[config.mk]
export PLATFORM = sky130hd
export DESIGN_NAME = ifetch
export DESIGN_NICKNAME = d
export VERILOG_FILES = /design/src/rtl/ifetch.sv
export SDC_FILE = /design/constraint.sdc
export NUM_CORES = 1
export LEC_CHECK = 0
export ABC_CLOCK_PERIOD_IN_PS = 3750
export BUFFER_PORTS_ARGS = -buffer_cell sky130_fd_sc_hd__buf_2
export CORE_ASPECT_RATIO = 1.1
export CORE_MARGIN = 1.5
export CORE_UTILIZATION = 54
export CTS_BUF_LIST = sky130_fd_sc_hd__clkbuf_16
export DETAILED_ROUTE_END_ITERATION = 10
export PLACE_DENSITY = 0.86
export SETUP_SLACK_MARGIN = 0.1
export SYNTH_ARGS = -nofsm -noshare
export SYNTH_HDL_FRONTEND = slang
export SYNTH_SLANG_ARGS = --single-unit
[constraint.sdc]
create_clock -name clk -period 3.75 [get_ports clk]
set_clock_uncertainty 0.05 [all_clocks]
set_input_delay 0.75 -clock clk [delete_from_list [all_inputs] [get_ports clk]]
set_output_delay 0.75 -clock clk [all_outputs]
set_load 0.03 [all_outputs]
[src/rtl/ifetch.sv]
// Instruction fetch unit: owns the PC, issues one instruction-memory read at a
// time and holds the returned word for decode under a valid/ready handshake.
module ifetch #(
    parameter int unsigned     XLEN     = 32,
    parameter logic [XLEN-1:0] RESET_PC = '0
) (
    input  logic            clk,
    input  logic            rst_n,
    // instruction memory request channel
    output logic            imem_req_valid,
    input  logic            imem_req_ready,
    output logic [XLEN-1:0] imem_req_addr,
    // instruction memory response channel
    input  logic            imem_rsp_valid,
    input  logic [XLEN-1:0] imem_rsp_data,
    // decode handshake
    output logic            if_valid,
    input  logic            if_ready,
    output logic [XLEN-1:0] if_instr,
    output logic [XLEN-1:0] if_pc,
    output logic [6:0]      if_opcode,
    // branch/jump redirect
    input  logic            redirect_valid,
    input  logic [XLEN-1:0] redirect_pc,
    output logic [31:0]     fetch_count
);

    typedef enum logic [1:0] {
        IDLE,
        REQ,
        WAIT,
        HOLD
    } state_e;

    state_e          state_q, state_d;
    logic [XLEN-1:0] pc_q, pc_d;
    logic            discard_q, discard_d;
    logic [XLEN-1:0] instr_q, instr_d;
    logic [XLEN-1:0] ifpc_q, ifpc_d;
    logic [31:0]     count_q, count_d;
    logic [XLEN-1:0] redirect_tgt;

    assign redirect_tgt = redirect_pc & ~XLEN'(3);

    always_comb begin
        // NOTE: every next-state signal gets its hold value first so no path can infer a latch.
        state_d   = state_q;
        pc_d      = pc_q;
        discard_d = discard_q;
        instr_d   = instr_q;
        ifpc_d    = ifpc_q;
        count_d   = count_q;

        unique case (state_q)
            IDLE: state_d = REQ;
            REQ: begin
                if (imem_req_ready) begin
                    state_d = WAIT;
                    // The word already requested belongs to the old PC.
                    if (redirect_valid) discard_d = 1'b1;
                end
            end
            WAIT: begin
                if (imem_rsp_valid) begin
                    state_d   = REQ;
                    discard_d = 1'b0;
                    if (!discard_q && !redirect_valid) begin
                        instr_d = imem_rsp_data;
                        ifpc_d  = pc_q;
                        state_d = HOLD;
                    end
                end else if (redirect_valid) begin
                    discard_d = 1'b1;
                end
            end
            HOLD: begin
                if (if_ready) begin
                    count_d = count_q + 32'd1;
                    pc_d    = pc_q + XLEN'(4);
                    state_d = REQ;
                end
                // Without if_ready this flushes the held word.
                if (redirect_valid) state_d = REQ;
            end
            default: state_d = IDLE;
        endcase

        // A redirect beats the sequential increment in every state.
        if (redirect_valid) pc_d = redirect_tgt;
    end

    // NOTE: datapath registers are reset too, so decode never sees X after reset.
    always_ff @(posedge clk or negedge rst_n) begin
        if (!rst_n) begin
            state_q   <= IDLE;
            pc_q      <= RESET_PC;
            discard_q <= 1'b0;
            instr_q   <= '0;
            ifpc_q    <= '0;
            count_q   <= '0;
        end else begin
            // NOTE: non-blocking assignments keep every register updating from pre-edge values.
            state_q   <= state_d;
            pc_q      <= pc_d;
            discard_q <= discard_d;
            instr_q   <= instr_d;
            ifpc_q    <= ifpc_d;
            count_q   <= count_d;
        end
    end

    assign imem_req_valid = (state_q == REQ);
    assign imem_req_addr  = pc_q;
    assign if_valid       = (state_q == HOLD);
    assign if_instr       = instr_q;
    assign if_pc          = ifpc_q;
    assign if_opcode      = instr_q[6:0];
    assign fetch_count    = count_q;

endmodule

## Word level (Yosys, flattened, before mapping)

Index checks and enable logic that the tools add are counted.

| word-level totals | value |
|---|---|
| register bits | 131 |
| output and inout bits | 137 |
| input port bits | 70 |

| operators by class | value |
|---|---|
| eq/ne operators | 6 |
| reductions and logical operators | 12 |
| $add $sub $neg | 2 |
| muxes and demuxes | 13 |

Operators by type and width:

| operator | number |
|---|---|
| $mux 32 | 3 |
| $add 32x1->32 const B | 1 |
| $add 32x3->32 const B | 1 |
| $mux 2 | 5 |
| $pmux 2 s4 | 1 |
| $reduce_and 2->1 | 3 |
| $reduce_and 3->1 | 2 |
| $reduce_bool 2->1 | 3 |
| $eq 2x2->1 const B | 2 |
| $mux 1 | 3 |
| $ne 3x1->1 const B | 1 |
| $eq 2x1->1 const B | 1 |
| $logic_not 1->1 | 2 |
| $logic_not 2->1 | 1 |
| $ne 2x1->1 const B | 1 |
| $ne 2x2->1 const B | 1 |
| $pmux 1 s2 | 1 |
| $logic_and 1x1->1 | 1 |

## Depth between registers and ports, before layout

| logic depth | value |
|---|---|
| depth in word-level cells | 5 |
| gate-level depth with buffers | 7 |

## Least setup slack after synthesis

No wires, ideal clock.

| timing path | value |
|---|---|
| path type | register to register |
| from | register state_q[0] |
| to | register pc_q[28], in the netlist imem_req_addr[28] |
| required time | 3.575 ns |
| path slack | 1.629 ns |
| period minus slack after synthesis | 2.121 ns |
| library setup time | 0.125 ns |
| arrival time | 1.946 ns |
| stages on the path, launching flop included | 8 |
| cell sequence | dfrtp_1 > ha_1 > and3_1 > clkbuf_1 > nand3_1 > nor4_1 > xor2_1 > mux2_2 |

| between the ends | value |
|---|---|
| cells in the longest elaborated chain, start to end | 3 |

Ends and longest elaborated chain:

| element | RTL line | text |
|---|---|---|
| start: declaration | 35 | `state_e state_q, state_d;` |
| start signal: assignment | 103 | `state_q <= state_d;` |
| $eq 2x2->1 | -- |  |
| named net if_valid | 17 | `output logic if_valid,` |
| $reduce_bool 2->1 (no line) | -- |  |
| $reduce_and 2->1 (no line) | -- |  |
| end signal: assignment | 104 | `pc_q <= pc_d;` |
| end: declaration | 36 | `logic [XLEN-1:0] pc_q, pc_d;` |

The timed path passes the listed nets, and every way through them passes these cells.
A chain may end at the register's enable or synchronous reset.

## Final worst setup path

| timing path | value |
|---|---|
| from | register state_q[0] |
| to | register count_q[24], in the netlist fetch_count[24] |

| between the ends | value |
|---|---|
| cells in the longest elaborated chain, start to end | 2 |

Ends and longest elaborated chain:

| element | RTL line | text |
|---|---|---|
| $eq 2x2->1 | 54 | `unique case (state_q)` |
| $reduce_and 2->1 (no line) | -- |  |
| end signal: assignment | 108 | `count_q <= count_d;` |
| end: declaration | 40 | `logic [31:0] count_q, count_d;` |

Every way passes these cells.

==> results.yml <==
clock_network:
  ctsResizeCount: 0
  clkLatencyLatePin_ps: 410
  cts-buffers-inserted: 17
  htree_num_levels: 4
  cts_setup_buffers: 0
  cts_max_path_buffers: 2
  cts_root_buf: "clkbuf_16"
  clock-sinks: 127
  hold_buffers: 0
  clk_pin_slew_ps: 50
  cts_tree: "done"
floorplanning:
  io_pins: 207
  die_y_um: 110.8
  dieArea_sq_mm: 0.01119
  core_sq_mm: 0.01034
  rows: 39
  die_w_um: 101.0
  start_util_pct: 55.15
worst_setup_path:
  critPathArrivalTime_ps: 2490
  required_ps: 4030
  critPathLaunchType: "register"
  critPathCaptureType: "register"
  worst-r2r-cell-count: 6
  setup.worst_path.class: "register to register"
  crit_fanout: 8
synthesis:
  synth_area_leaders: "dfrtp_1, mux2_2, xnor2_1, nand2_1, xor2_1"
  ys_seq_elements: 127
  ys.flop_type: "dfrtp_1"
  yosysSeqAreaShare_pct: 55.70
  yosysWarnings: 0
  synth.avg_cell_area_sq_um: 11.89
  syn-instance-count: 480
  synth_top_area_cell: "dfrtp_1"
  synth_top_area_share_pct: 55.70
  async_flop_share_pct: 100.0
  synth_edf_count: 0
  syn_area_sq_mm: 0.005705
  synth_cell_type_count: 36
sta:
  hold_viol: 0
  slew_headroom_pct: 55.94
  rsz0062_at_grt: "false"
  finalCritPeriodShare_pct: 59.00
  setup-tns-final_ps: 0
  setup_ws_ps: 1538
  period_needed_ps: 2212
  worst_pin_slew_ps: 660.9
  slew_viol_final: 0
  fmax_mhz: 452.0
  setup_violations: 0
finish:
  layout_commonest_cell: "buf_2"
  fin_nets: 751
  n_antenna_cell: 0
  area_delta_synth_final_pct: 28.29
  fillers: 759
  drive_gt1_share_pct: 44.62
  design_area_sq_mm: 0.007320
  final_cell_mix: "buf_2, dfrtp_1, mux2_2"
power_and_ir_drop:
  peakVddDrop_v: 0.0003784
  powerDensity_mw_per_mm2: 719.3
  p_leak_uw: 0.003706
place:
  pre_cts_ws_ps: 1404
  postPlaceCellArea_sq_mm: 0.006744
  dp_hpwl_um: 9391
  io_buffers: 200
  gp_congestion: 0.7939
route:
  routed_via_density: 5.193
  drc: 0
  drt-total-wl_um: 13220
  initialDrtViolationCount: 215
  first_pass_iters: 4
  vias: 4315
  wl_per_cell_um: 15.91
  drtAntennaViolNets: 0
global_route:
  gr-usage-all-layers_pct: 24.63
  grtUsageMet1_pct: 28.51
  antenna_found_initial: 0
  grt_util_met3_pct: 6.873
  grtUsageMet2_pct: 43.29
  grt_overflow: 0
  grt_pass1_vias: 4537
  busiest_layer: "met2"
  grt_max_degree: 128
  grt_pass1_wl_um: 21420
run:
  max_cap_violations: 0
worst_hold_path:
  hold_path.class: "input pin to async pin"
status:
  status: "finished, final reports clean"
==> where the power goes <==
part	leakage, uW	internal (uW)	switching [uW]
logic	0.00178	583	1140
registers	0.00165	1710	232
clock network	0.000281	1030	571
==> logic make-up (layout without fill, tap and decap cells) <==
group           after synthesis  count (layout)  share of synthesized area (%)
flops                       127             127                          55.70
other cells                   1               4                        0.06573
buf+inv                      38             243                          4.101
simple gates                147             147                          13.60
mux                          66              66                          12.98
fa+ha+maj                     5               5                          1.096
xor+xnor                     60              60                          9.211
compound gates               36              36                          3.246
==> synthesized netlist by cell type, types with 2 or more instances <==
master / instances
dfrtp_1: 127
nand2_1: 57
and3_1: 6
nor2_1: 17
buf_2: 8
buf_6: 3
and4_2: 2
xor2_1: 20
buf_4: 11
o21ai_1: 11
nand4_1: 15
a21oi_1: 3
mux2i_1: 2
dlymetal6s2s_1: 2
and4_1: 5
and2_1: 3
mux2_2: 64
nor3_2: 4
xnor2_1: 40
clkbuf_1: 6
nor3_1: 9
nor4_1: 7
ha_1: 5
inv_1: 8
o21ai_0: 20
nand3_1: 15
==> state kept, by name, summed over array words and instances, names as in the netlist <==
signal	count
discard_q	1
fetch_count	32
if_instr	32
if_pc	30
imem_req_addr	30
state_q	2
==> layout make-up <==
class,instances,area (sq um),share of cell area [%]
clock buffers,17,425.4,5.812
clock inverters,14,150.1,2.051
inverters,8,30.03,0.4103
multi-input cells,318,2311,31.57
flip-flops and latches,127,3178,43.42
well taps,143,178.9,2.444
repair buffers,204,1046,14.29
==> worst paths after layout <==
path,startpoint,end,slack (ps)
min in group clk,fetch_count[18]$_DFFE_PN0P_,fetch_count[18]$_DFFE_PN0P_,440
max reg2reg,state_q[0]$_DFFE_PN0P_,fetch_count[24]$_DFFE_PN0P_,1540
max in group asynchronous,rst_n,if_pc[2]$_DFFE_PN0P_,2770
min reg2reg,fetch_count[18]$_DFFE_PN0P_,fetch_count[18]$_DFFE_PN0P_,440
min,rst_n,fetch_count[19]$_DFFE_PN0P_,410
max,state_q[0]$_DFFE_PN0P_,fetch_count[24]$_DFFE_PN0P_,1540
==> metal layers <==
| layer | share of wire (%) | up-vias |
|---|---|---|
| met5 | 0 | - |
| met1 | 39 | 2092 |
| li1 | - | 2042 |
| met2 | 53 | 158 |
| met4 | 1.8 | 0 |
| met3 | 6.2 | 23 |
==> critical path, stage by stage, from the launching register on <==
cell     delay (ps)
dfrtp_1         390
ha_1            270
nand2_1         220
nor4_1          530
nand4_1         300
nor2_1          190
xor2_1          180
==> per-stage QoR <==
| stage | utilization [%] | hold slack, ps | instances | power, uW |
|---|---|---|---|---|
| after global routing | 70.75 | 427.7 | 831 | 5511 |
| after CTS | 70.75 | 436.1 | 831 | 5305 |
| final | 70.75 | 412.7 | 831 | 5265 |
| after detailed placement | 65.19 | 427.5 | 800 | 3702 |
| after floorplan | - | 404.4 | 483 | 3173 |
| after global placement | 65.19 | 409.1 | 800 | 3623 |
(Power assumes the default switching activity.)
